### config.mk
export PLATFORM = sky130hd
export DESIGN_NAME = trace_packet_decoder_flat
export DESIGN_NICKNAME = d
export VERILOG_FILES = /design/src/rtl/trace_packet_decoder_if.sv /design/src/rtl/trace_packet_decoder.sv /design/src/flat_wrapper.sv
export SDC_FILE = /design/constraint.sdc
export NUM_CORES = 1
export LEC_CHECK = 0
export ABC_CLOCK_PERIOD_IN_PS = 8250
export BUFFER_PORTS_ARGS = -buffer_cell sky130_fd_sc_hd__buf_2
export CAP_MARGIN = 20
export CORE_ASPECT_RATIO = 0.8
export CORE_MARGIN = 5
export CORE_UTILIZATION = 59
export CTS_CLUSTER_DIAMETER = 100
export DETAILED_ROUTE_END_ITERATION = 7
export PLACE_DENSITY = 0.83
export RECOVER_POWER = 50
export SETUP_SLACK_MARGIN = 0.4
export SYNTH_ARGS = -nofsm -noshare
export SYNTH_HDL_FRONTEND = slang
export SYNTH_SLANG_ARGS = --single-unit
export TNS_END_PERCENT = 10
### constraint.sdc
create_clock -name mclk -period 8.25 [get_ports mclk]
set_input_delay 2.475 -clock mclk [delete_from_list [all_inputs] [get_ports mclk]]
set_output_delay 2.475 -clock mclk [all_outputs]
set_load 0.05 [all_outputs]
### src/rtl/trace_packet_decoder_if.sv
// +----------------------------------------------------------------------------+
// | trace_packet_decoder_if : packet-in / event-out stream bundle               |
// | Rev 1.0                                                                     |
// +----------------------------------------------------------------------------+
`default_nettype none

interface trace_packet_decoder_if #(
  parameter int TIME_W = 48,
  parameter int BEAT_W = 8
);
  logic              in_valid;
  logic              in_ready;
  logic [1:0]        in_type;
  logic [22:0]       in_payload;
  logic              ev_valid;
  logic              ev_ready;
  logic              ev_write;
  logic [22:0]       ev_addr;
  logic [15:0]       ev_data;
  logic [1:0]        ev_ublb;
  logic [TIME_W-1:0] ev_time;
  logic [BEAT_W-1:0] ev_beat;

  modport master (
    output in_valid, in_type, in_payload, ev_ready,
    input  in_ready, ev_valid, ev_write, ev_addr, ev_data, ev_ublb, ev_time, ev_beat
  );

  modport slave (
    input  in_valid, in_type, in_payload, ev_ready,
    output in_ready, ev_valid, ev_write, ev_addr, ev_data, ev_ublb, ev_time, ev_beat
  );
endinterface

`default_nettype wire

### src/rtl/trace_packet_decoder.sv
// +----------------------------------------------------------------------------+
// | trace_packet_decoder : rebuilds absolute-time RAM access events from the   |
// | tracer's address / read / write / timestamp packet stream. Rev 1.0         |
// +----------------------------------------------------------------------------+
`default_nettype none

module trace_packet_decoder #(
  parameter int TIME_W = 48,
  parameter int BEAT_W = 8
) (
  input  logic                   mclk,
  input  logic                   reset,
  trace_packet_decoder_if.slave  bus,
  output logic                   err_orphan
);

  localparam logic [1:0] PKT_ADDR  = 2'b00;
  localparam logic [1:0] PKT_READ  = 2'b01;
  localparam logic [1:0] PKT_WRITE = 2'b10;
  localparam logic [1:0] PKT_TS    = 2'b11;

  logic [TIME_W-1:0] time_q, time_d;
  logic [22:0]       cur_addr_q, cur_addr_d;
  logic [BEAT_W-1:0] beat_q, beat_d;
  logic              addr_seen_q, addr_seen_d;
  logic              ev_valid_q, ev_valid_d;
  logic              ev_write_q, ev_write_d;
  logic [22:0]       ev_addr_q, ev_addr_d;
  logic [15:0]       ev_data_q, ev_data_d;
  logic [1:0]        ev_ublb_q, ev_ublb_d;
  logic [TIME_W-1:0] ev_time_q, ev_time_d;
  logic [BEAT_W-1:0] ev_beat_q, ev_beat_d;
  logic              err_orphan_q, err_orphan_d;

  logic              in_ready_w;
  logic              accept_w;
  logic [TIME_W-1:0] t_word_w;

  // Backpressure applies to every packet type so the stream stays ordered.
  assign in_ready_w = !ev_valid_q || bus.ev_ready;
  assign accept_w   = bus.in_valid && in_ready_w;
  assign t_word_w   = time_q + TIME_W'(bus.in_payload[22:18]);

  always_comb begin
    time_d       = time_q;
    cur_addr_d   = cur_addr_q;
    beat_d       = beat_q;
    addr_seen_d  = addr_seen_q;
    ev_valid_d   = ev_valid_q;
    ev_write_d   = ev_write_q;
    ev_addr_d    = ev_addr_q;
    ev_data_d    = ev_data_q;
    ev_ublb_d    = ev_ublb_q;
    ev_time_d    = ev_time_q;
    ev_beat_d    = ev_beat_q;
    err_orphan_d = err_orphan_q;

    if (ev_valid_q && bus.ev_ready) begin
      ev_valid_d = 1'b0;
    end

    if (accept_w) begin
      case (bus.in_type)
        PKT_ADDR: begin
          cur_addr_d  = bus.in_payload;
          beat_d      = '0;
          addr_seen_d = 1'b1;
        end
        PKT_TS: begin
          time_d = time_q + TIME_W'(bus.in_payload);
        end
        PKT_READ, PKT_WRITE: begin
          time_d = t_word_w;
          if (addr_seen_q) begin
            ev_valid_d = 1'b1;
            ev_write_d = bus.in_type[1];
            ev_addr_d  = cur_addr_q + 23'(beat_q);
            ev_data_d  = bus.in_payload[15:0];
            ev_ublb_d  = bus.in_payload[17:16];
            ev_time_d  = t_word_w;
            ev_beat_d  = beat_q;
            if (beat_q != '1) begin
              beat_d = beat_q + 1'b1;
            end
          end else begin
            err_orphan_d = 1'b1;
          end
        end
        default: begin
        end
      endcase
    end
  end

  always_ff @(posedge mclk or posedge reset) begin
    if (reset) begin
      time_q       <= '0;
      cur_addr_q   <= '0;
      beat_q       <= '0;
      addr_seen_q  <= 1'b0;
      ev_valid_q   <= 1'b0;
      ev_write_q   <= 1'b0;
      ev_addr_q    <= '0;
      ev_data_q    <= '0;
      ev_ublb_q    <= '0;
      ev_time_q    <= '0;
      ev_beat_q    <= '0;
      err_orphan_q <= 1'b0;
    end else begin
      time_q       <= time_d;
      cur_addr_q   <= cur_addr_d;
      beat_q       <= beat_d;
      addr_seen_q  <= addr_seen_d;
      ev_valid_q   <= ev_valid_d;
      ev_write_q   <= ev_write_d;
      ev_addr_q    <= ev_addr_d;
      ev_data_q    <= ev_data_d;
      ev_ublb_q    <= ev_ublb_d;
      ev_time_q    <= ev_time_d;
      ev_beat_q    <= ev_beat_d;
      err_orphan_q <= err_orphan_d;
    end
  end

  assign bus.in_ready = in_ready_w;
  assign bus.ev_valid = ev_valid_q;
  assign bus.ev_write = ev_write_q;
  assign bus.ev_addr  = ev_addr_q;
  assign bus.ev_data  = ev_data_q;
  assign bus.ev_ublb  = ev_ublb_q;
  assign bus.ev_time  = ev_time_q;
  assign bus.ev_beat  = ev_beat_q;
  assign err_orphan   = err_orphan_q;

endmodule

`default_nettype wire

### src/flat_wrapper.sv
// flat-port wrapper written by rule: the top's interface ports become plain ports
module trace_packet_decoder_flat 
#(
  parameter int TIME_W = 48,
  parameter int BEAT_W = 8
)
  (mclk, reset, err_orphan, bus_in_valid, bus_in_type, bus_in_payload, bus_ev_ready, bus_in_ready, bus_ev_valid, bus_ev_write, bus_ev_addr, bus_ev_data, bus_ev_ublb, bus_ev_time, bus_ev_beat);
  trace_packet_decoder_if #(.TIME_W(TIME_W), .BEAT_W(BEAT_W)) bus_i ();
  input  logic mclk;
  input  logic reset;
  output logic err_orphan;
  input wire logic [$bits(bus_i.in_valid)-1:0] bus_in_valid;
  input wire logic [$bits(bus_i.in_type)-1:0] bus_in_type;
  input wire logic [$bits(bus_i.in_payload)-1:0] bus_in_payload;
  input wire logic [$bits(bus_i.ev_ready)-1:0] bus_ev_ready;
  output wire logic [$bits(bus_i.in_ready)-1:0] bus_in_ready;
  output wire logic [$bits(bus_i.ev_valid)-1:0] bus_ev_valid;
  output wire logic [$bits(bus_i.ev_write)-1:0] bus_ev_write;
  output wire logic [$bits(bus_i.ev_addr)-1:0] bus_ev_addr;
  output wire logic [$bits(bus_i.ev_data)-1:0] bus_ev_data;
  output wire logic [$bits(bus_i.ev_ublb)-1:0] bus_ev_ublb;
  output wire logic [$bits(bus_i.ev_time)-1:0] bus_ev_time;
  output wire logic [$bits(bus_i.ev_beat)-1:0] bus_ev_beat;
  assign bus_i.in_valid = bus_in_valid;
  assign bus_i.in_type = bus_in_type;
  assign bus_i.in_payload = bus_in_payload;
  assign bus_i.ev_ready = bus_ev_ready;
  assign bus_in_ready = bus_i.in_ready;
  assign bus_ev_valid = bus_i.ev_valid;
  assign bus_ev_write = bus_i.ev_write;
  assign bus_ev_addr = bus_i.ev_addr;
  assign bus_ev_data = bus_i.ev_data;
  assign bus_ev_ublb = bus_i.ev_ublb;
  assign bus_ev_time = bus_i.ev_time;
  assign bus_ev_beat = bus_i.ev_beat;
  trace_packet_decoder #(.TIME_W(TIME_W), .BEAT_W(BEAT_W)) u_core (.mclk(mclk), .reset(reset), .bus(bus_i), .err_orphan(err_orphan));
endmodule
==> impl_metrics.yaml <==
cts:
  cts-buffers-inserted: 17
  cts_max_level: 4
  cts_setup_buffers: 0
  path_clk_slew_ns: 0.06
  cts_tree: "built"
  cts_buffer_depth: 2
  holdBufCountCts: 0
  clock-sinks: 180
  cts-root-buf: "clkbuf_16"
  cts_resized: 0
  clock_latency_ns: 0.43
timing:
  grt_setup_unrepaired: "no"
  worst_slew_pin_slew_ns: 2.52
  min_period_over_period_pct: 78.7
  slew_viol_final: 60
  setup_viol: 0
  finClkSkew_ns: 0.00899
  setup_ws_ns: 1.75
  fin_tns_setup_ns: 0
  fin_crit_ns: 6.50
  slew_headroom_pct: -67.9
  fmax_mhz: 154
  hold_viol: 0
logic_synthesis:
  synth_area_sq_um: 10000
  ys_async_sr_fraction_pct: 100
  synth_warnings: 0
  yosys_register_bits: 180
  synthDistinctLibCells: 63
  ys_seq_area_share_pct: 45.0
  synth_edf_count: 0
  synth_nets: 1122
  syn_inst: 1050
  avgSynthCellArea_sq_um: 9.53
  synth_ff_type: "dfrtp_1"
run_status:
  violations: "capacitance limit, slew limit"
  status: "complete, but fails checks"
layout:
  multi_input_area_sq_um: 5210
  fin_nets: 1231
  final_core_util_pct: 67.9
  n_antenna_cell: 0
  drive_gt1_share_pct: 11.6
  final_cell_mix: "dfrtp_1, nand2_1, o21ai_0, clkbuf_1, xnor2_1"
  mostFrequentLayoutCell: "dfrtp_1"
  final_area_sq_um: 11300
  area_growth_pct: 12.6
  fillers: 1340
  seqCellArea_sq_um: 4500
drt:
  wl_mm: 25.5
  drt-pass1-iter-count: 5
  vias: 8264
  final_antenna_net_count: 0
  via_per_inst: 5.95
  drc_errors: 0
  drt-wirelength-per-cell_microns: 18.3
  drtIter0Drc: 745
worst_hold_path:
  hold_class: "flip-flop to flip-flop"
placed_design:
  port_buffers: 129
  dp_hpwl_mm: 18.1
  place_congestion: 0.974
  place_ws_ns: 2.71
  placed_area_sq_um: 10800
power:
  pwr-share-clk_pct: 19.7
  swShare_pct: 46.6
  switching_power_mw: 1.86
  ir_drop_mv: 0.225
  p_per_area_nw_per_um2: 354
  p_seq_share_pct: 34.2
  p_int_mw: 2.13
  p_leak_nw: 4.95
  p_comb_share_pct: 46.1
die:
  dieHeight_microns: 127
  start_util_pct: 60.3
  num_rows: 42
  dieArea_sq_um: 19700
  core_area_sq_um: 16600
  pin_count: 130
  dieWidth_microns: 156
worst_setup_path:
  cp-start-kind: "primary input"
  crit_fanout: 66
  critPathTopFamily: "buffers and inverters"
  cpMostUsedCell: "clkbuf_1"
  cp_cell_sequence: "clkbuf_1, inv_1, ha_1, clkbuf_1, nand3_4, buf_4, mux2_2"
  slowest_delay_ns: 1.78
  critPathBufInv: 4
  critPathSlowestCell: "clkbuf_1"
  endpoint_kind: "flip-flop"
  crit_required_ns: 8.57
  arrival_ns: 6.81
  worst-setup-path-type: "primary input to flip-flop"
global_routing:
  grt_util_all_layers_pct: 26.1
  first_global_vias: 7845
  grt_max_degree: 114
  antenna_found_initial: 2
  globalRoute.busiestLayer: "met2"
  grt_overflow_total: 0
  grt_util_met1_pct: 37.2
  met2_usage_pct: 39.9
  use_met3_pct: 6.33
  grt_pass1_wl_mm: 41.0
run:
  max-cap-violations: 2
==> cell type report <==
type | count | share of cell area, %
multi-input combinational | 792 | 46.2
tap | 220 | 2.44
inverter | 32 | 1.08
sequential | 180 | 39.9
clock buffer | 20 | 4.14
clock inverter | 10 | 0.877
timing repair buffer | 136 | 5.33
==> worst reg2reg max path, delay by kind of cell (launching register included) <==
kind | cells | cell delay, ns
adder cells (fa/ha/maj) | 2 | 0.62
flip-flops | 1 | 0.40
AND/OR/NAND/NOR | 3 | 0.75
XOR/XNOR | 1 | 0.19
AO/OA/AOI/OAI | 4 | 1.21
==> per-layer routing <==
| metal | vias to the layer above | part of all wire (%) |
|---|---|---|
| li1 | 3907 | - |
| met1 | 3952 | 44 |
| met2 | 350 | 45 |
| met3 | 53 | 8.3 |
| met4 | 2 | 2.4 |
| met5 | - | 0.055 |
==> registers in the layout, indices dropped and copies added (netlist names) <==
signal,count
u_core.bus.ev_time,48
u_core.time_q,48
u_core.bus.ev_addr,23
u_core.cur_addr_q,23
u_core.bus.ev_data,16
u_core.beat_q,8
u_core.bus.ev_beat,8
u_core.bus.ev_ublb,2
u_core.addr_seen_q,1
u_core.bus.ev_valid,1
u_core.bus.ev_write,1
u_core.err_orphan,1
==> path summary, 6_finish.rpt <==
kind	startpoint	slack [ns]	depth (start not counted)	end
max	bus_in_type[1]	1.75	7	u_core.bus.ev_time[1]$_DFFE_PP0P_
min	u_core.bus.ev_time[38]$_DFFE_PP0P_	0.48	2	u_core.bus.ev_time[38]$_DFFE_PP0P_
max reg2reg	u_core.time_q[0]$_DFFE_PP0P_	4.94	10	u_core.time_q[42]$_DFFE_PP0P_
min reg2reg	u_core.bus.ev_time[38]$_DFFE_PP0P_	0.48	2	u_core.bus.ev_time[38]$_DFFE_PP0P_
max in group asynchronous	reset	3.99	4	u_core.bus.ev_data[6]$_DFFE_PP0P_
min in group asynchronous	reset	2.39	2	u_core.bus.ev_addr[16]$_DFFE_PP0P_
==> synthesized netlist by cell type, types with 6 or more instances <==
cell,count,share of area [%]
dfrtp_1,180,45
nand2_1,157,5.9
o21ai_0,105,5.2
xnor2_1,63,5.5
a21oi_1,62,3.1
nor2_1,55,2.1
mux2_2,53,6.0
xor2_1,46,4.0
ha_1,40,5.0
clkbuf_1,37,1.4
inv_1,32,1.2
nand3_1,24,1.2
nor3_1,24,1.2
nand4_1,20,1.3
and3_1,16,1.0
a21o_1,14,1.0
o22ai_1,11,0.69
a31oi_1,7,0.44
nand2b_1,7,0.44
o31ai_1,7,0.52
and2_1,6,0.38
==> power by group through the flow <==
stage          Combinational [mW]  Sequential (mW)  Clock (mW)
6_report                     1.84             1.37       0.788
4_1_cts                      1.88             1.35       0.796
3_5_place_dp                 1.86             1.37           0
3_3_place_gp                 1.82             1.35           0
5_1_grt                      2.00             1.40       0.834
2_1_floorplan               0.941             1.83           0
==> through the flow <==
step | power [mW] | hold slack (ns) | cells
CTS | 4.03 | 0.480 | 1388
global placement | 3.18 | 0.457 | 1358
floorplan | 2.78 | 0.460 | 1050
detailed placement | 3.23 | 0.466 | 1358
finish | 4.00 | 0.478 | 1390
global route | 4.23 | 0.515 | 1390
==> logic make-up after synthesis <==
family,share of synthesized area [%]
AO/OA/AOI/OAI,14.1
XOR/XNOR,9.54
flip-flops,45.0
AND/OR/NAND/NOR,16.5
adder cells (fa/ha/maj),5.60
buffers and inverters,3.09
multiplexers,6.16
Note: power is estimated with default switching activity, not from simulation.
